==> config.mk <==
export PLATFORM = sky130hd
export DESIGN_NAME = led_chain_rx_flat
export DESIGN_NICKNAME = d
export VERILOG_FILES = /design/src/rtl/led_chain_pkg.sv /design/src/rtl/led_chain_rx_if.sv /design/src/rtl/led_lane_deser.sv /design/src/rtl/led_chain_rx.sv /design/src/flat_wrapper.sv
export SDC_FILE = /design/constraint.sdc
export NUM_CORES = 2
export LEC_CHECK = 0
export CORE_ASPECT_RATIO = 1.5
export CORE_UTILIZATION = 50
export DETAILED_ROUTE_END_ITERATION = 7
export PLACE_DENSITY = 0.67
export SLEW_MARGIN = 20
export SYNTH_ARGS = -nofsm -noshare
export SYNTH_HDL_FRONTEND = slang
export SYNTH_SLANG_ARGS = --single-unit
export TNS_END_PERCENT = 50
==> constraint.sdc <==
create_clock -name spiClk -period 4.28 [get_ports spiClk]
set_clock_uncertainty 0.05 [all_clocks]
set_input_delay 1.284 -clock spiClk [delete_from_list [all_inputs] [get_ports spiClk]]
set_output_delay 1.284 -clock spiClk [all_outputs]
set_load 0.01 [all_outputs]
==> src/rtl/led_chain_pkg.sv <==
// rtl/led_chain_pkg.sv - shared LED chain constants and receiver state type
package led_chain_pkg;

  localparam int LED_WORD_W     = 48;
  localparam int WORDS_PER_CHIP = 16;
  localparam int WORDS_PER_LANE = 32;
  localparam int BITS_PER_FRAME = 1538;

  localparam int BIT_CNT_W  = 11;
  localparam int WORD_CNT_W = 5;
  localparam int POS_W      = 6;

  typedef enum logic [1:0] {
    IDLE,
    SEL,
    DATA,
    FULL
  } rx_state_t;

endpackage

==> src/rtl/led_chain_rx_if.sv <==
// rtl/led_chain_rx_if.sv - capture RAM write port of the chain receiver
interface led_chain_rx_if #(
  parameter int NUM_SHIFT_CHANNEL = 4
);
  import led_chain_pkg::*;

  localparam int LANE_W = $clog2(2 * NUM_SHIFT_CHANNEL);

  logic                  wrEn;
  logic [LANE_W+4:0]     wrAddr;
  logic [LED_WORD_W-1:0] wrData;

  modport master (output wrEn, output wrAddr, output wrData);
  modport slave  (input  wrEn, input  wrAddr, input  wrData);

endinterface

==> src/rtl/led_lane_deser.sv <==
// rtl/led_lane_deser.sv - per-lane 48-bit MSB-first deserializer with parallel capture
module led_lane_deser
  import led_chain_pkg::*;
(
  input  logic                  spiClk,
  input  logic                  nReset,
  input  logic                  shift_en,
  input  logic                  capture,
  input  logic                  sdi,
  output logic [LED_WORD_W-1:0] word
);

  // Only 47 bits are stored; the 48th is the bit arriving with the capture strobe.
  logic [LED_WORD_W-2:0] sr;
  logic [LED_WORD_W-1:0] sr_next;

  assign sr_next = {sr, sdi};

  // Shift one received bit in per data bit event
  always_ff @(posedge spiClk or negedge nReset) begin
    if (!nReset) begin
      sr <= '0;
    end else if (shift_en) begin
      sr <= sr_next[LED_WORD_W-2:0];
    end
  end

  // Hold the completed word (including the in-flight last bit) for the drain
  always_ff @(posedge spiClk or negedge nReset) begin
    if (!nReset) begin
      word <= '0;
    end else if (capture) begin
      word <= sr_next;
    end
  end

endmodule

==> src/rtl/led_chain_rx.sv <==
// rtl/led_chain_rx.sv - LED shift-chain receiver: deserialize lanes into capture RAM, flag framing errors
module led_chain_rx
  import led_chain_pkg::*;
#(
  parameter  int NUM_SHIFT_CHANNEL = 4,
  localparam int LANES  = 2 * NUM_SHIFT_CHANNEL,
  localparam int LANE_W = $clog2(LANES)
) (
  input  logic              spiClk,
  input  logic              nReset,
  input  logic              SCLK_in,
  input  logic              LAT_in,
  input  logic [LANES-1:0]  SDIs,
  led_chain_rx_if.master    wr,
  output logic              busy,
  output logic              frameDone,
  output logic              frameErr,
  output logic              selErr
);

  logic sclk_q, sclk_d, lat_q, lat_d;
  logic [LANES-1:0] sdi_q;
  logic bit_ev, lat_ev;

  rx_state_t state, state_nxt;
  logic shift_en, capture, sel_chk, start, overrun;

  logic [BIT_CNT_W-1:0]  bit_cnt, bit_cnt_nxt;
  logic [WORD_CNT_W-1:0] word_cnt;
  logic [POS_W-1:0]      pos;
  logic                  err_nxt, sel_nxt;

  logic                  drain_act;
  logic [LANE_W-1:0]     drain_lane;
  logic [WORD_CNT_W-1:0] drain_word;
  logic [LED_WORD_W-1:0] lane_word [LANES];

  // Register the chain inputs once and keep the previous SCLK/LAT for edge detection
  always_ff @(posedge spiClk or negedge nReset) begin
    if (!nReset) begin
      sclk_q <= 1'b0;
      sclk_d <= 1'b0;
      lat_q  <= 1'b0;
      lat_d  <= 1'b0;
      sdi_q  <= '0;
    end else begin
      sclk_q <= SCLK_in;
      sclk_d <= sclk_q;
      lat_q  <= LAT_in;
      lat_d  <= lat_q;
      sdi_q  <= SDIs;
    end
  end

  assign bit_ev = sclk_q & ~sclk_d;
  assign lat_ev = lat_q & ~lat_d;

  // State register
  always_ff @(posedge spiClk or negedge nReset) begin
    if (!nReset) begin
      state <= IDLE;
    end else begin
      state <= state_nxt;
    end
  end

  // Next state and per-bit strobes; the frame-start bit is itself select bit 0
  always_comb begin
    state_nxt = state;
    shift_en  = 1'b0;
    capture   = 1'b0;
    sel_chk   = 1'b0;
    start     = 1'b0;
    overrun   = 1'b0;
    if (bit_ev) begin
      case (state)
        IDLE: begin
          start     = 1'b1;
          sel_chk   = 1'b1;
          state_nxt = DATA;
        end
        SEL: begin
          sel_chk   = 1'b1;
          state_nxt = DATA;
        end
        DATA: begin
          shift_en = 1'b1;
          if (pos == POS_W'(LED_WORD_W - 1)) begin
            capture = 1'b1;
            if (word_cnt == WORD_CNT_W'(WORDS_PER_CHIP - 1)) begin
              state_nxt = SEL;
            end else if (word_cnt == WORD_CNT_W'(WORDS_PER_LANE - 1)) begin
              state_nxt = FULL;
            end
          end
        end
        FULL: begin
          overrun = 1'b1;
        end
        default: begin
          state_nxt = IDLE;
        end
      endcase
    end
    if (lat_ev) begin
      state_nxt = IDLE;
    end
  end

  // Bit count including this cycle's bit, so a coincident LAT sees the final count
  always_comb begin
    bit_cnt_nxt = bit_cnt;
    if (start) begin
      bit_cnt_nxt = BIT_CNT_W'(1);
    end else if (bit_ev && (state == SEL || state == DATA)) begin
      bit_cnt_nxt = bit_cnt + BIT_CNT_W'(1);
    end
  end

  // Sticky error flags: frame start clears, overrun / bad count / nonzero select set
  always_comb begin
    err_nxt = start ? 1'b0 : frameErr;
    if (overrun || (lat_ev && bit_cnt_nxt != BIT_CNT_W'(BITS_PER_FRAME))) begin
      err_nxt = 1'b1;
    end
    sel_nxt = (start ? 1'b0 : selErr) | (sel_chk & (|sdi_q));
  end

  // Frame position counters; LAT rewinds them so a bare LAT reads as a short frame
  always_ff @(posedge spiClk or negedge nReset) begin
    if (!nReset) begin
      bit_cnt  <= '0;
      word_cnt <= '0;
      pos      <= '0;
    end else if (lat_ev) begin
      bit_cnt  <= '0;
      word_cnt <= '0;
      pos      <= '0;
    end else begin
      bit_cnt <= bit_cnt_nxt;
      if (start) begin
        word_cnt <= '0;
        pos      <= '0;
      end else if (capture) begin
        word_cnt <= word_cnt + WORD_CNT_W'(1);
        pos      <= '0;
      end else if (shift_en) begin
        pos <= pos + POS_W'(1);
      end
    end
  end

  // Frame status outputs
  always_ff @(posedge spiClk or negedge nReset) begin
    if (!nReset) begin
      busy      <= 1'b0;
      frameDone <= 1'b0;
      frameErr  <= 1'b0;
      selErr    <= 1'b0;
    end else begin
      frameDone <= lat_ev;
      frameErr  <= err_nxt;
      selErr    <= sel_nxt;
      if (lat_ev) begin
        busy <= 1'b0;
      end else if (start) begin
        busy <= 1'b1;
      end
    end
  end

  for (genvar g = 0; g < LANES; g++) begin : g_lane
    led_lane_deser u_deser (
      .spiClk   (spiClk),
      .nReset   (nReset),
      .shift_en (shift_en),
      .capture  (capture),
      .sdi      (sdi_q[g]),
      .word     (lane_word[g])
    );
  end

  // Drain the holding bank one lane per cycle; LAT does not interrupt it
  always_ff @(posedge spiClk or negedge nReset) begin
    if (!nReset) begin
      drain_act  <= 1'b0;
      drain_lane <= '0;
      drain_word <= '0;
      wr.wrEn    <= 1'b0;
      wr.wrAddr  <= '0;
      wr.wrData  <= '0;
    end else begin
      wr.wrEn <= drain_act;
      if (drain_act) begin
        wr.wrAddr <= {drain_lane, drain_word};
        wr.wrData <= lane_word[drain_lane];
      end
      if (capture) begin
        drain_act  <= 1'b1;
        drain_lane <= '0;
        drain_word <= word_cnt;
      end else if (drain_act) begin
        drain_lane <= drain_lane + LANE_W'(1);
        if (drain_lane == LANE_W'(LANES - 1)) begin
          drain_act <= 1'b0;
        end
      end
    end
  end

endmodule
==> src/flat_wrapper.sv <==
// flat-port wrapper written by rule: the top's interface ports become plain ports
module led_chain_rx_flat import led_chain_pkg::*;
#(
  parameter  int NUM_SHIFT_CHANNEL = 4,
  localparam int LANES  = 2 * NUM_SHIFT_CHANNEL,
  localparam int LANE_W = $clog2(LANES)
)
  (spiClk, nReset, SCLK_in, LAT_in, SDIs, busy, frameDone, frameErr, selErr, wr_wrEn, wr_wrAddr, wr_wrData);
  led_chain_rx_if #(.NUM_SHIFT_CHANNEL(NUM_SHIFT_CHANNEL)) wr_i ();
  input  logic spiClk;
  input  logic nReset;
  input  logic SCLK_in;
  input  logic LAT_in;
  input  logic [LANES-1:0] SDIs;
  output logic busy;
  output logic frameDone;
  output logic frameErr;
  output logic selErr;
  output wire logic [$bits(wr_i.wrEn)-1:0] wr_wrEn;
  output wire logic [$bits(wr_i.wrAddr)-1:0] wr_wrAddr;
  output wire logic [$bits(wr_i.wrData)-1:0] wr_wrData;
  assign wr_wrEn = wr_i.wrEn;
  assign wr_wrAddr = wr_i.wrAddr;
  assign wr_wrData = wr_i.wrData;
  led_chain_rx #(.NUM_SHIFT_CHANNEL(NUM_SHIFT_CHANNEL)) u_core (.spiClk(spiClk), .nReset(nReset), .SCLK_in(SCLK_in), .LAT_in(LAT_in), .SDIs(SDIs), .wr(wr_i), .busy(busy), .frameDone(frameDone), .frameErr(frameErr), .selErr(selErr));
endmodule
* Word-level counts from Yosys, hierarchy flattened
Cells that the tools add are included.
Word-level totals: word-level logic and storage cells 112, flip-flop bits (word level) 866, memories 0, bits in writable memories 0, memory bits (read-only) 0, latch bits 0
Cells by class: equality and inequality tests 10, $mul 0, shift operators 0, divide/modulo/power cells 0, mux-type cells 40, reduce and logical (&&, ||, !) cells 15, add/sub/neg operators 4, bitwise operators 7, $lt $le $gt $ge 1
Operators by type and width (number):
- binary-select mux 48 bit (select 3 bit) | 1
- 2-to-1 mux 48 bit | 2
- 2-to-1 mux 11 bit | 3
- 2-to-1 mux 6 bit | 4
- 2-to-1 mux 1 bit | 19
- 2-to-1 mux 5 bit | 3
- adder 11 x 1 -> 11 bit (second input constant) | 1
- != test 11 bit (second input constant) | 1
- 2-to-1 mux 2 bit | 5
- nonzero test 2 bit | 4
- OR reduction 8 bit | 1
- adder 6 x 1 -> 6 bit (second input constant) | 1
- equality test 6 bit (second input constant) | 1
- 2-to-1 mux 3 bit | 2
- nonzero test 3 bit | 2
- adder 5 x 1 -> 5 bit (second input constant) | 1
- equality test 5 x 4 -> 1 bit (second input constant) | 1
- equality test 5 bit (second input constant) | 1
- equality test 2 bit (second input constant) | 2
- >= comparator 4 bit (second input constant) | 1
- != test 4 x 1 -> 1 bit (second input constant) | 1
- inverter 3 -> 4 bit | 1
- one-hot mux 2 bit (2 select lines) | 1
- AND reduction 4 bit | 1
- 12 further kinds | 17

* Longest topological paths before layout
depth in word-level cells 9, depth in mapped cells 9, gate-level depth less buffers 8

* Hierarchy
Synthesis repeated with hierarchy kept, for this count alone.
Unflattened totals: cell total of the unflattened synthesis 2180, area total of the unflattened synthesis 36950.4 um^2
Modules (own cells, without submodules):
- led_lane_deser | instances 8, area each 3728.6 um^2, cells an instance 200
- led_chain_rx | instances 1, area each 7121.8 um^2, cells an instance 580

* Worst setup path after synthesis
No wires, ideal clock.
path type register to register, start point reg u_core.state[0], end point reg u_core.g_lane[7].u_deser.word[16], path slack 2250 ps, clock period less this slack 2030 ps, data arrival time 1856 ps, cell stages (with the launch flop) 8, required time 4105 ps, setup time 125 ps, path through dfrtp_1 -> inv_1 -> ha_1 -> nand3b_1 -> nor3_4 -> buf_2 -> buf_4 -> mux2_2
On the way: cells in the longest elaborated chain, start to end 3
Ends and longest elaborated chain:
- from (decl) | RTL line led_chain_rx.sv:25 | rx_state_t state, state_nxt;
- from (signal assigned) | RTL line led_chain_rx.sv:63 | state <= state_nxt;
- equality test 2 bit | RTL line led_chain_rx.sv:76 | case (state)
- 2-to-1 mux 1 bit | RTL line led_chain_rx.sv:76
- 2-to-1 mux 1 bit | RTL line led_chain_rx.sv:75 | if (bit_ev) begin
- to (signal assigned) | RTL line led_lane_deser.sv:33 | word <= sr_next;
- to (decl) | RTL line led_lane_deser.sv:10 | output logic [LED_WORD_W-1:0] word
No other way between the ends. A chain may end at the register's enable or synchronous reset.

* Final worst setup path
start point reg u_core.state[0], end point reg u_core.g_lane[4].u_deser.sr[18]
On the way: cells in the longest elaborated chain, start to end 3
Ends and longest elaborated chain:
- equality test 2 bit | RTL line led_chain_rx.sv:76
- 2-to-1 mux 1 bit | RTL line led_chain_rx.sv:76
- 2-to-1 mux 1 bit | RTL line led_chain_rx.sv:75
- to (signal assigned) | RTL line led_lane_deser.sv:24 | sr <= sr_next[LED_WORD_W-2:0];
- to (decl) | RTL line led_lane_deser.sv:14 | logic [LED_WORD_W-2:0] sr;
No other way between the ends.

==> flow_summary_export.csv <==
group,metric,value,unit
pwr,power.density,431.1,nW/um^2
logic_synthesis,syn_area,35250,um^2
routing,via_per_inst,5.376,
sta,post-route-period-util,71.52,%
routing,wl_per_cell,18.17,um
setup_path,cp-endpoint,"u_core.g_lane[4].u_deser.sr[18]",
floorplan,start_util,50.80,%
pwr,power.internal,13.36,mW
setup_path,critical_path_class,"flip-flop to flip-flop",
clocking,cts-htree-levels,3,
setup_path,critPathLaunchType,"flip-flop",
layout,syn_to_final_growth,13.02,%
routing,highest_layer,"met4",
clocking,cts_tree,"yes",
pwr,leakagePower,20.67,nW
routing,dr.pass1.iters,5,
sta,fmax,326.7,MHz
global_route,grtUsageTotal,21.06,%
setup_path,end_kind,"flip-flop",
logic_synthesis,postSynthAreaPerCell,11.87,um^2
floorplan,ios,73,
clocking,root_buffer,"clkbuf_16",
logic_synthesis,async_flop_share,100.0,%
clocking,clock_sinks,866,
global_route,grt_start_max_net_pins,215,
routing,routed_wl,71940,um
logic_synthesis,ys_seq_area_share,61.47,%
global_route,grt_pass1_wl,120700,um
layout,drive_gt1_share,12.52,%
clocking,clk_path_buf_depth,3,
clocking,insertion_delay,0.63,ns
logic_synthesis,syn-num-nets,2994,
routing,route.met3.wl,2250,um
sta,relSlewSlack,31.58,%
global_route,grt_pass1_vias,23000,
routing,via_count,21280,
sta,holdWs,0.3285,ns
setup_path,cp_data_required_time,4.80,ns
clocking,cts_setup_buffers,0,
floorplan,die_h,327.2,um
setup_path,arrival,3.58,ns
layout,seqCellArea,21690,um^2
sta,fin_tns_setup,0,ns
setup_path,startpoint,"u_core.state[0]",
setup_path,cp_max_fo,214,
job,maxCapViolations,0,
placed_design,placed_cell_area,36890,um^2
pwr,p_comb_share,3.9,%
logic_synthesis,syn_inst,2970,
global_route,grt_overflow,0,
sta,fin_crit,3.061,ns
logic_synthesis,synth_cell_types,44,
layout,layout_commonest_cell,"nand2_1",
floorplan,dieArea,71590,um^2
routing,wl_met2,37730,um
layout,design_area,39840,um^2
clocking,cts.reportedPaths.clkPinSlew,0.06,ns
clocking,hold_buffers,0,
status,status,"finished, final reports clean",
layout,fillers,5655,
global_route,antenna_found_initial,0,
routing,antenna_left,0,
placed_design,port_buffers,72,
logic_synthesis,yosys_warnings,0,
layout,multi_input_area,12720,um^2
logic_synthesis,synthFlopType,"dfrtp_1",
pwr,peakVddDrop,0.0003455,V
sta,worst_slew_pin_slew,1.026,ns
pwr,p_sw,3.818,mW
layout,diodes,0,
min_path,hold_path.class,"flip-flop to flip-flop",
pwr,clockPowerShare,45.9,%
clocking,cts.repair.resized,0,
layout,layout_common_cells,"nand2_1, dfrtp_1, mux2_1, mux4_2, mux2_2",
pwr,power,17.18,mW
routing,wl_met1,30450,um
routing,drc,0,
floorplan,coreArea,69390,um^2
floorplan,fp-row-count,118,
placed_design,gp_congestion,0.7571,
setup_path,reg2reg_slack,1.22,ns
sta,drv_slew,0,
logic_synthesis,ys_seq_elements,866,
placed_design,place_ws,1.281,ns
setup_path,reg2regPathDepth,7,
sta,rsz0062_at_grt,"no",
floorplan,die_x,218.8,um
layout,nets,3017,
setup_path,rr_startpoint,"u_core.state[0]",
placed_design,dpl.hpwl,43420,um
pwr,pwr-share-seq,50.2,%
setup_path,r2r_end,"u_core.g_lane[4].u_deser.sr[18]",
clocking,cts_buffers,81,
sta,hold_viol_final,0,
sta,setup_ws,1.219,ns
pwr,p_sw_share,22.23,%
routing,drt_iter0_markers,1585,
sta,setup_viol_count_final,0,
logic_synthesis,synth-edff-count,0,
-- how the worst min path moves through the flow --
stage                             from           end  slack (ns)  cells after the start
after detailed placement  u_core.lat_q  u_core.lat_d        0.31                      0
after floorplan           u_core.lat_q  u_core.lat_d        0.30                      0
after global routing      u_core.lat_q  u_core.lat_d        0.34                      0
after CTS                 u_core.lat_q  u_core.lat_d        0.33                      0
final                     u_core.lat_q  u_core.lat_d        0.33                      0
after global placement    u_core.lat_q  u_core.lat_d        0.30                      0
-- cells in the mapped netlist (all sizes together), types with 2 or more instances --
master  number  share of area (%)
ha          12               0.43
nand2b       3              0.053
a41oi        3              0.075
nand2     1157                 12
mux4        96                6.1
nor2b        5              0.089
xnor2        9               0.22
clkbuf      97                1.0
nor2        79               0.84
and3         2              0.035
dfrtp      866                 61
nor3b        2              0.043
mux2       393                 13
a21oi       57               0.81
nand3        7              0.099
mux2i       51                1.4
nor3         5               0.10
buf         80                1.4
o21ai        6              0.085
nor4         6               0.11
a22oi        2              0.043
nand3b       2              0.043
nand4        4              0.071
o31ai        2              0.043
inv          5              0.053
xor2         5               0.12
-- registers in the layout, summed over array words and instances, names as in the netlist, 3 cells and up --
signal	cells
u_core.g_lane.u_deser.word	384
u_core.drain_lane	3
u_core.pos	6
u_core.word_cnt	5
u_core.bit_cnt	11
u_core.wr.wrAddr	8
u_core.sdi_q	8
u_core.drain_word	5
u_core.wr.wrData	48
u_core.g_lane.u_deser.sr	376
-- worst max-delay path: stages (launching register included) --
cell	delay [ns]
dfrtp_1	0.42
inv_1	0.10
ha_1	0.26
nand3b_1	0.20
buf_4	0.77
buf_12	0.71
nand2_1	0.14
nand2_1	0.11
-- logic make-up (layout without fill, tap and decap cells) --
group	Yosys count	in the layout	share of synthesized area, %
DFF	866	866	61.47
AOI/OAI and AO/OA	79	79	1.260
buffers and inverters	182	271	2.456
muxes	540	540	20.13
and+or+nand+nor	1277	1277	13.90
adders and majority gates	12	12	0.4259
xor gates and xnor gates	14	14	0.3478
-- final cells by class --
type / instances / share of cell area (%)
Sequential cell: 866 / 54.43
Tap cell: 900 / 2.826
Inverter: 5 / 0.04711
Clock buffer: 111 / 6.067
Clock inverter: 38 / 1.344
Timing Repair Buffer: 117 / 3.360
Multi-Input combinational cell: 1922 / 31.92
-- power groups by stage --
stage	combinational [mW]	sequential [mW]	clock [mW]
3_3_place_gp	0.665	8.76	0
4_1_cts	0.700	8.62	8.05
5_1_grt	0.789	8.65	8.36
6_report	0.678	8.62	7.88
3_5_place_dp	0.694	8.77	0
2_1_floorplan	0.369	8.71	0
-- metrics by stage --
step | utilization, % | instances
2_1_floorplan | - | 2970
5_1_grt | 57.41 | 3959
6_report | 57.41 | 3959
3_3_place_gp | 53.16 | 3810
4_1_cts | 57.41 | 3959
3_5_place_dp | 53.16 | 3810
-- routing by layer --
layer  global-route usage (%)  up-vias
met4                    6.582        0
met1                    27.10    11030
met2                    36.67      300
met5                        0        -
met3                    2.999      102
li1                         -     9852
Power figures use the tool's default switching activity.
